## src/rtl/rst_sequencer.sv

```systemverilog
// rst_sequencer: reset sequencer between the board reset source and the CPU.
// Synchronizes rst_ni deassertion, holds the CPU in reset for HOLD_CYCLES,
// services a software reset handshake and records the last reset cause.
// Optional watchdog: define RST_WATCHDOG_EN to add wdt_kick_i and the
// watchdog timeout path (cause 2'b10). Without it the cause never reads 10.
module rst_sequencer #(
   parameter int SYNC_STAGES    = 2,
   parameter int HOLD_CYCLES    = 10,
   parameter int SW_HOLD_CYCLES = 4,
   parameter int WDT_TIMEOUT    = 1024
) (
   input  logic       clk_i,
   input  logic       rst_ni,
   input  logic       sw_rst_req_i,
   output logic       sw_rst_ack_o,
   output logic       rst_cpu_o,
   output logic       rst_cpu_no,
   output logic       ready_o,
   output logic [1:0] rst_cause_o
`ifdef RST_WATCHDOG_EN
   ,
   input  logic       wdt_kick_i
`endif
);

   // One shared counter serves HOLD, SW_HOLD and (optionally) the watchdog.
   localparam int MAX_HS  = (HOLD_CYCLES > SW_HOLD_CYCLES) ? HOLD_CYCLES : SW_HOLD_CYCLES;
   localparam int MAX_CNT = (MAX_HS > WDT_TIMEOUT) ? MAX_HS : WDT_TIMEOUT;
   localparam int CNT_W   = $clog2(MAX_CNT + 1);

   localparam logic [CNT_W-1:0] HOLD_LAST    = CNT_W'(HOLD_CYCLES - 1);
   localparam logic [CNT_W-1:0] SW_HOLD_LAST = CNT_W'(SW_HOLD_CYCLES - 1);

   localparam logic [1:0] CAUSE_POR = 2'b00;
   localparam logic [1:0] CAUSE_SW  = 2'b01;
`ifdef RST_WATCHDOG_EN
   localparam logic [1:0] CAUSE_WDT = 2'b10;
   localparam logic [CNT_W-1:0] WDT_LAST = CNT_W'(WDT_TIMEOUT - 1);
`endif

   // Reject illegal configurations at elaboration time.
   if (SYNC_STAGES < 2 || SYNC_STAGES > 4) begin : g_chk_sync
      $error("rst_sequencer: SYNC_STAGES must be in 2..4");
   end
   if (HOLD_CYCLES < 1) begin : g_chk_hold
      $error("rst_sequencer: HOLD_CYCLES must be >= 1");
   end
   if (SW_HOLD_CYCLES < 1) begin : g_chk_sw_hold
      $error("rst_sequencer: SW_HOLD_CYCLES must be >= 1");
   end
   if (WDT_TIMEOUT < 2) begin : g_chk_wdt
      $error("rst_sequencer: WDT_TIMEOUT must be >= 2");
   end

   typedef enum logic [1:0] {
      ST_ASSERT,
      ST_HOLD,
      ST_RUN,
      ST_SW_HOLD
   } state_e;

   state_e                 state_q, state_d;
   logic [CNT_W-1:0]       cnt_q, cnt_d;
   logic [1:0]             cause_q, cause_d;
   logic                   ack_q, ack_d;
   logic                   rst_cpu_q, rst_cpu_d;
   logic                   req_armed_q;
   logic [SYNC_STAGES-1:0] sync_q;
   logic                   release_edge;
   logic                   sw_accept;

   // Deassertion synchronizer: a constant 1 ripples through the chain.
   // NOTE: sequential state is assigned with <= so every flop samples pre-edge values.
   always_ff @(posedge clk_i or negedge rst_ni) begin
      if (!rst_ni) begin
         sync_q <= '0;
      end else begin
         sync_q <= {sync_q[SYNC_STAGES-2:0], 1'b1};
      end
   end

   // The last flop captures 1 on this edge; the sequencer leaves ASSERT on the same edge.
   assign release_edge = sync_q[SYNC_STAGES-2] & ~sync_q[SYNC_STAGES-1];

   // A request is accepted only in RUN and only after it has been seen low.
   assign sw_accept = (state_q == ST_RUN) && sw_rst_req_i && req_armed_q;

   // Next-state, counter, cause and acknowledge logic.
   always_comb begin
      // NOTE: every output gets a default first so no path can infer a latch.
      state_d = state_q;
      cnt_d   = cnt_q;
      cause_d = cause_q;
      ack_d   = 1'b0;

      unique case (state_q)
         ST_ASSERT: begin
            cnt_d = '0;
            if (release_edge) begin
               state_d = ST_HOLD;
            end
         end

         ST_HOLD: begin
            if (cnt_q == HOLD_LAST) begin
               state_d = ST_RUN;
               cnt_d   = '0;
            end else begin
               cnt_d = cnt_q + 1'b1;
            end
         end

         ST_RUN: begin
            if (sw_accept) begin
               state_d = ST_SW_HOLD;
               cnt_d   = '0;
               cause_d = CAUSE_SW;
               ack_d   = 1'b1;
            end
`ifdef RST_WATCHDOG_EN
            else if (wdt_kick_i) begin
               cnt_d = '0;
            end else if (cnt_q == WDT_LAST) begin
               state_d = ST_SW_HOLD;
               cnt_d   = '0;
               cause_d = CAUSE_WDT;
            end else begin
               cnt_d = cnt_q + 1'b1;
            end
`endif
         end

         ST_SW_HOLD: begin
            if (cnt_q == SW_HOLD_LAST) begin
               // Counter saturates here until the request drops.
               if (!sw_rst_req_i) begin
                  state_d = ST_RUN;
                  cnt_d   = '0;
               end
            end else begin
               cnt_d = cnt_q + 1'b1;
            end
         end

         default: begin
            state_d = ST_ASSERT;
            cnt_d   = '0;
         end
      endcase

      rst_cpu_d = (state_d != ST_RUN);
   end

   // State and registered outputs; rst_ni forces the power-on condition at once.
   always_ff @(posedge clk_i or negedge rst_ni) begin
      if (!rst_ni) begin
         state_q     <= ST_ASSERT;
         cnt_q       <= '0;
         cause_q     <= CAUSE_POR;
         ack_q       <= 1'b0;
         rst_cpu_q   <= 1'b1;
         req_armed_q <= 1'b0;
      end else begin
         state_q     <= state_d;
         cnt_q       <= cnt_d;
         cause_q     <= cause_d;
         ack_q       <= ack_d;
         rst_cpu_q   <= rst_cpu_d;
         req_armed_q <= ~sw_rst_req_i;
      end
   end

   assign rst_cpu_o    = rst_cpu_q;
   assign rst_cpu_no   = ~rst_cpu_q;
   assign ready_o      = (state_q == ST_RUN);
   assign sw_rst_ack_o = ack_q;
   assign rst_cause_o  = cause_q;

endmodule

```

## config.mk

```make
export PLATFORM = sky130hd
export DESIGN_NAME = rst_sequencer
export DESIGN_NICKNAME = d
export VERILOG_FILES = /design/src/rtl/rst_sequencer.sv
export SDC_FILE = /design/constraint.sdc
export NUM_CORES = 1
export LEC_CHECK = 0
export ABC_AREA = 1
export BUFFER_PORTS_ARGS = -buffer_cell sky130_fd_sc_hd__buf_2
export CORE_ASPECT_RATIO = 1.5
export CORE_MARGIN = 8
export CORE_UTILIZATION = 30
export DETAILED_ROUTE_END_ITERATION = 10
export SETUP_SLACK_MARGIN = 0.5
export SYNTH_ARGS = -nofsm -noshare
export SYNTH_HDL_FRONTEND = slang
export SYNTH_SLANG_ARGS = --single-unit
export TNS_END_PERCENT = 5
```

## constraint.sdc

```tcl
create_clock -name clk_i -period 4.58 [get_ports clk_i]
set_input_delay 0.458 -clock clk_i [delete_from_list [all_inputs] [get_ports clk_i]]
set_output_delay 0.458 -clock clk_i [all_outputs]
set_load 0.005 [all_outputs]
```

# Yosys cells after proc, flatten, opt, wreduce, memory -nomap -nowiden
# Cells that the tools add are included.
[word_totals] word_cells=38 input_bits=3 regBits=19 out_inout_bits=6
[op_classes] n_bitwise=4 add_sub_neg=1 muxes=13 n_eq_ne=8 n_reduce_logical=5
[ops] cell="11-bit 2-to-1 mux" count=4
[ops] cell="11-bit one-hot mux with 4 select lines" count=1
[ops] cell="11-bit by 1-bit adder with 11-bit output (second input constant)" count=1
[ops] cell="11-bit by 2-bit == test with 1-bit output (second input constant)" count=1
[ops] cell="11-bit by 4-bit == test with 1-bit output (second input constant)" count=1
[ops] cell="2-bit 2-to-1 mux" count=5
[ops] cell="2-bit one-hot mux with 4 select lines" count=1
[ops] cell="2-bit == test (second input constant)" count=2
[ops] cell="2-bit AND reduction" count=2
[ops] cell="3-bit inequality test (second input constant)" count=1
[ops] cell="1-bit inverter" count=3
[ops] cell="2-bit by 1-bit == test with 1-bit output (second input constant)" count=1
[ops] cell="1-bit logical AND" count=2
[ops] cell="2-bit logical NOT" count=1
[ops] cell="1-bit 2-to-1 mux" count=2
[ops] cell="2-bit by 1-bit inequality test with 1-bit output (second input constant)" count=1
[ops] cell="2-bit inequality test (second input constant)" count=1
[ops] cell="1-bit AND" count=1

# Logic depth before layout (Yosys ltp)
[logic_depth] ltp_word=6 ltp_mapped=9 ltp_nobuf=9

# Least setup slack after synthesis
# Ideal clock, no wire load.
[synth_timing] path_kind="register -> register" from="register cnt_q[0]" to="register cnt_q[4]" setup_time_ns=0.125 required_time_ns=4.455 arrival_ns=1.309 n_path_buf=2 period_less_slack_ns=1.434 slack_ns=3.146 path_stages_with_launch=10 path_cell_list="dfrtp_1 > ha_1 > clkbuf_1 > nand2_1 > clkinv_1 > nand3_2 > nand2_2 > buf_6 > nand2_1 > nand2_1"
[synth_between] elab_chain_cells=3 word_cells_on_any_way=8 cone_classes="add/sub: 1; eq/ne: 3; mux: 3; reduce/logical: 1"
[synth_lines] item="from (decl)" line_no="63" source="logic [CNT_W-1:0] cnt_q, cnt_d;"
[synth_lines] item="from (signal assigned)" line_no="165" source="cnt_q <= cnt_d;"
[synth_lines] item="11-bit by 1-bit adder with 11-bit output (tied with other cells)" line_no="109, 141"
[synth_lines] item="11-bit 2-to-1 mux (tied with other cells)" line_no="134" source="if (cnt_q == SW_HOLD_LAST) begin"
[synth_lines] item="11-bit one-hot mux with 4 select lines or 2-bit AND reduction (tied branches)"
# Several ways; a longest one is shown, not always the timed one.
# A chain may end at the register's enable or synchronous reset.

# Worst setup path in the final report
[layout_timing] from="register cnt_q[0]" to="register cnt_q[0]"
# Same word-level chain as after synthesis.

==> results.ini <==
[timing]
slew_violations = 0
fin_crit_sh_pct = 33.2
fin_skew_ns = 0.00359
finalHoldViolCount = 0
setup_violations = 0
fin_setup_tns_ns = 0
fin_ws_ns = 3.06
rsz0062_at_grt = no
worst_hold_slack_ns = 0.129
period_needed_ns = 1.52
timing.fmax_mhz = 658

[synthesis]
synth_top_area_cell = dfrtp_1
syn_area_mm2 = 0.00118
synthCells = 161
synth.yosys.seq_area_share_pct = 40.4
synth.top_cell.area_share_pct = 38.2
syn_nets = 166
ys_ff_latch = 19
ys_types = 29
avgSynthCellArea_um2 = 7.32
synth_area_leaders = dfrtp_1 38%, nand2_1 17%, inv_1 5.7%, nor2_1 4.8%, nand3_1 4.7%
yosysWarningCount = 0

[cells_and_area]
final_cell_mix = 53 x nand2_1, 18 x inv_1, 18 x dfrtp_1
nets = 172
drive_gt1_share_pct = 15.7
diodes = 0
area_growth_pct = 7.96
layout_commonest_cell = nand2_1

[floorplan]
row_count = 28
die_x_um = 67.2
design.core.area_mm2 = 0.00385
ioPinCount = 9
die_y_um = 92.8
dieArea_mm2 = 0.00623
start_util_pct = 30.6

[worst_setup_path]
crit_path_start_kind = flop
required_ns = 4.73
crit_path_end_kind = flop
setup.worst_path.class = flop to flop
r2r_setup_slack_ns = 3.06
arrival_ns = 1.67
path_max_fanout = 11

[global_route]
grt_pass1_wl_um = 4470
antenna_found_initial = 0
grt_max_degree = 20
grt_util_all_layers_pct = 8.99
grt_pass1_vias = 1004
grt_overflow = 0

[drt]
drt.antenna.violating_nets = 0
route.detailed.drc = 0
vias = 991
viasPerCell = 4.70
routed_wl_um = 2550
wl_per_cell_um = 12.1
drt_iter0_drc = 87
firstDrtPassIters = 4

[placed_design]
gp_congestion = 0.801
place_ws_ns = 3.08
hpwl_um = 1860
port_buffers = 7

[outcome]
outcome = completed

[clock_tree]
numClockSinks = 19
path_clk_slew_ns = 0.08
cts_buffer_depth = 2
postCtsSetupRepairBufs = 0
root_buffer = clkbuf_8
clock_latency_ns = 0.26
cts_tree = yes
h-tree-depth = 1
cts.hold.buffers_added = 0
cts_resized = 0
numCtsBuffers = 3

[power_and_ir_drop]
p_total_mw = 0.639
p_per_area_mw_per_mm2 = 502
p_leak_nw = 0.660
ir_drop_uv = 171

[min_path]
hp-class = primary input to async pin

[flow_run]
max_cap_violations = 0

stage by stage:
step,cell area [µm²],instances,util [%]
final,1270,211,33.0
after global routing,1270,211,33.0
after CTS,1270,211,33.0
after detailed placement,1230,207,31.8
after global placement,1230,207,31.8
after floorplan,1180,161,-
critical path, cell delays in order (launching register included):
cell      delay, ns
dfrtp_1        0.46
ha_1           0.33
nand2_1        0.13
clkinv_1       0.10
nand3_2        0.08
nand2_2        0.15
nand2_1        0.11
nand2_1        0.05
state kept, by name (all words and copies together), names as in the netlist:
register      count
rst_cause_o       1
req_armed_q       1
cnt_q            11
sync_q            2
rst_cpu_o         1
state_q           2
sw_rst_ack_o      1
synthesized netlist by cell type (all sizes together):
| master | instances |
|---|---|
| inv | 20 |
| buf | 5 |
| o221ai | 1 |
| nand3b | 1 |
| a21o | 1 |
| clkinv | 2 |
| o211ai | 5 |
| nor2 | 20 |
| clkbuf | 1 |
| nand4 | 5 |
| a31o | 1 |
| nand3 | 13 |
| ha | 2 |
| o21ai | 2 |
| o21bai | 1 |
| conb | 2 |
| dfrtp | 18 |
| nor3 | 1 |
| nand2 | 56 |
| dfstp | 1 |
| or2 | 1 |
| xor2 | 2 |
report_power, final:
part / internal [mW] / switching, mW / total [mW] / leakage [nW]
clock: 0.0606 / 0.0600 / 0.121 / 0.0255
combinational: 0.0957 / 0.146 / 0.242 / 0.406
sequential: 0.208 / 0.0677 / 0.276 / 0.229
total: 0.365 / 0.274 / 0.639 / 0.660
worst paths after layout:
path / endpoint / cells after the start / startpoint
setup / recovery: cnt_q[0] / 7 / cnt_q[0]
hold / removal: rst_cause_o[0] / 1 / rst_ni
setup reg to reg: cnt_q[0] / 7 / cnt_q[0]
hold reg to reg: sync_q[1] / 0 / sync_q[0]
max in group asynchronous: rst_cpu_o / 1 / rst_ni
min in group clk_i: sync_q[1] / 0 / sync_q[0]
cell families after synthesis:
family | Yosys count | synth area share [%]
simple gates | 97 | 37.8
buf+inv | 28 | 10.7
flops | 19 | 40.4
compound gates | 11 | 6.80
xor+xnor | 2 | 1.49
fa+ha+maj | 2 | 2.12
other cells | 2 | 0.637
layer usage:
metal | track usage, % | up-vias | routed length [µm]
met5 | 0 | - | 0
met4 | 5.43 | 0 | 102
met3 | 0.363 | 9 | 27
met2 | 15.9 | 17 | 1380
met1 | 10.0 | 452 | 1040
li1 | - | 513 | -
cell type report:
| cell class | count | area (µm²) |
|---|---|---|
| repair buffers | 7 | 35.0 |
| well taps | 45 | 56.3 |
| flip-flops and latches | 19 | 477 |
| inverters | 22 | 82.6 |
| multi-input cells | 114 | 576 |
| clock inverters | 1 | 5.00 |
| fillers | 426 | 2580 |
| clock buffers | 3 | 41.3 |
No activity file was read; power rests on OpenSTA's default activity.
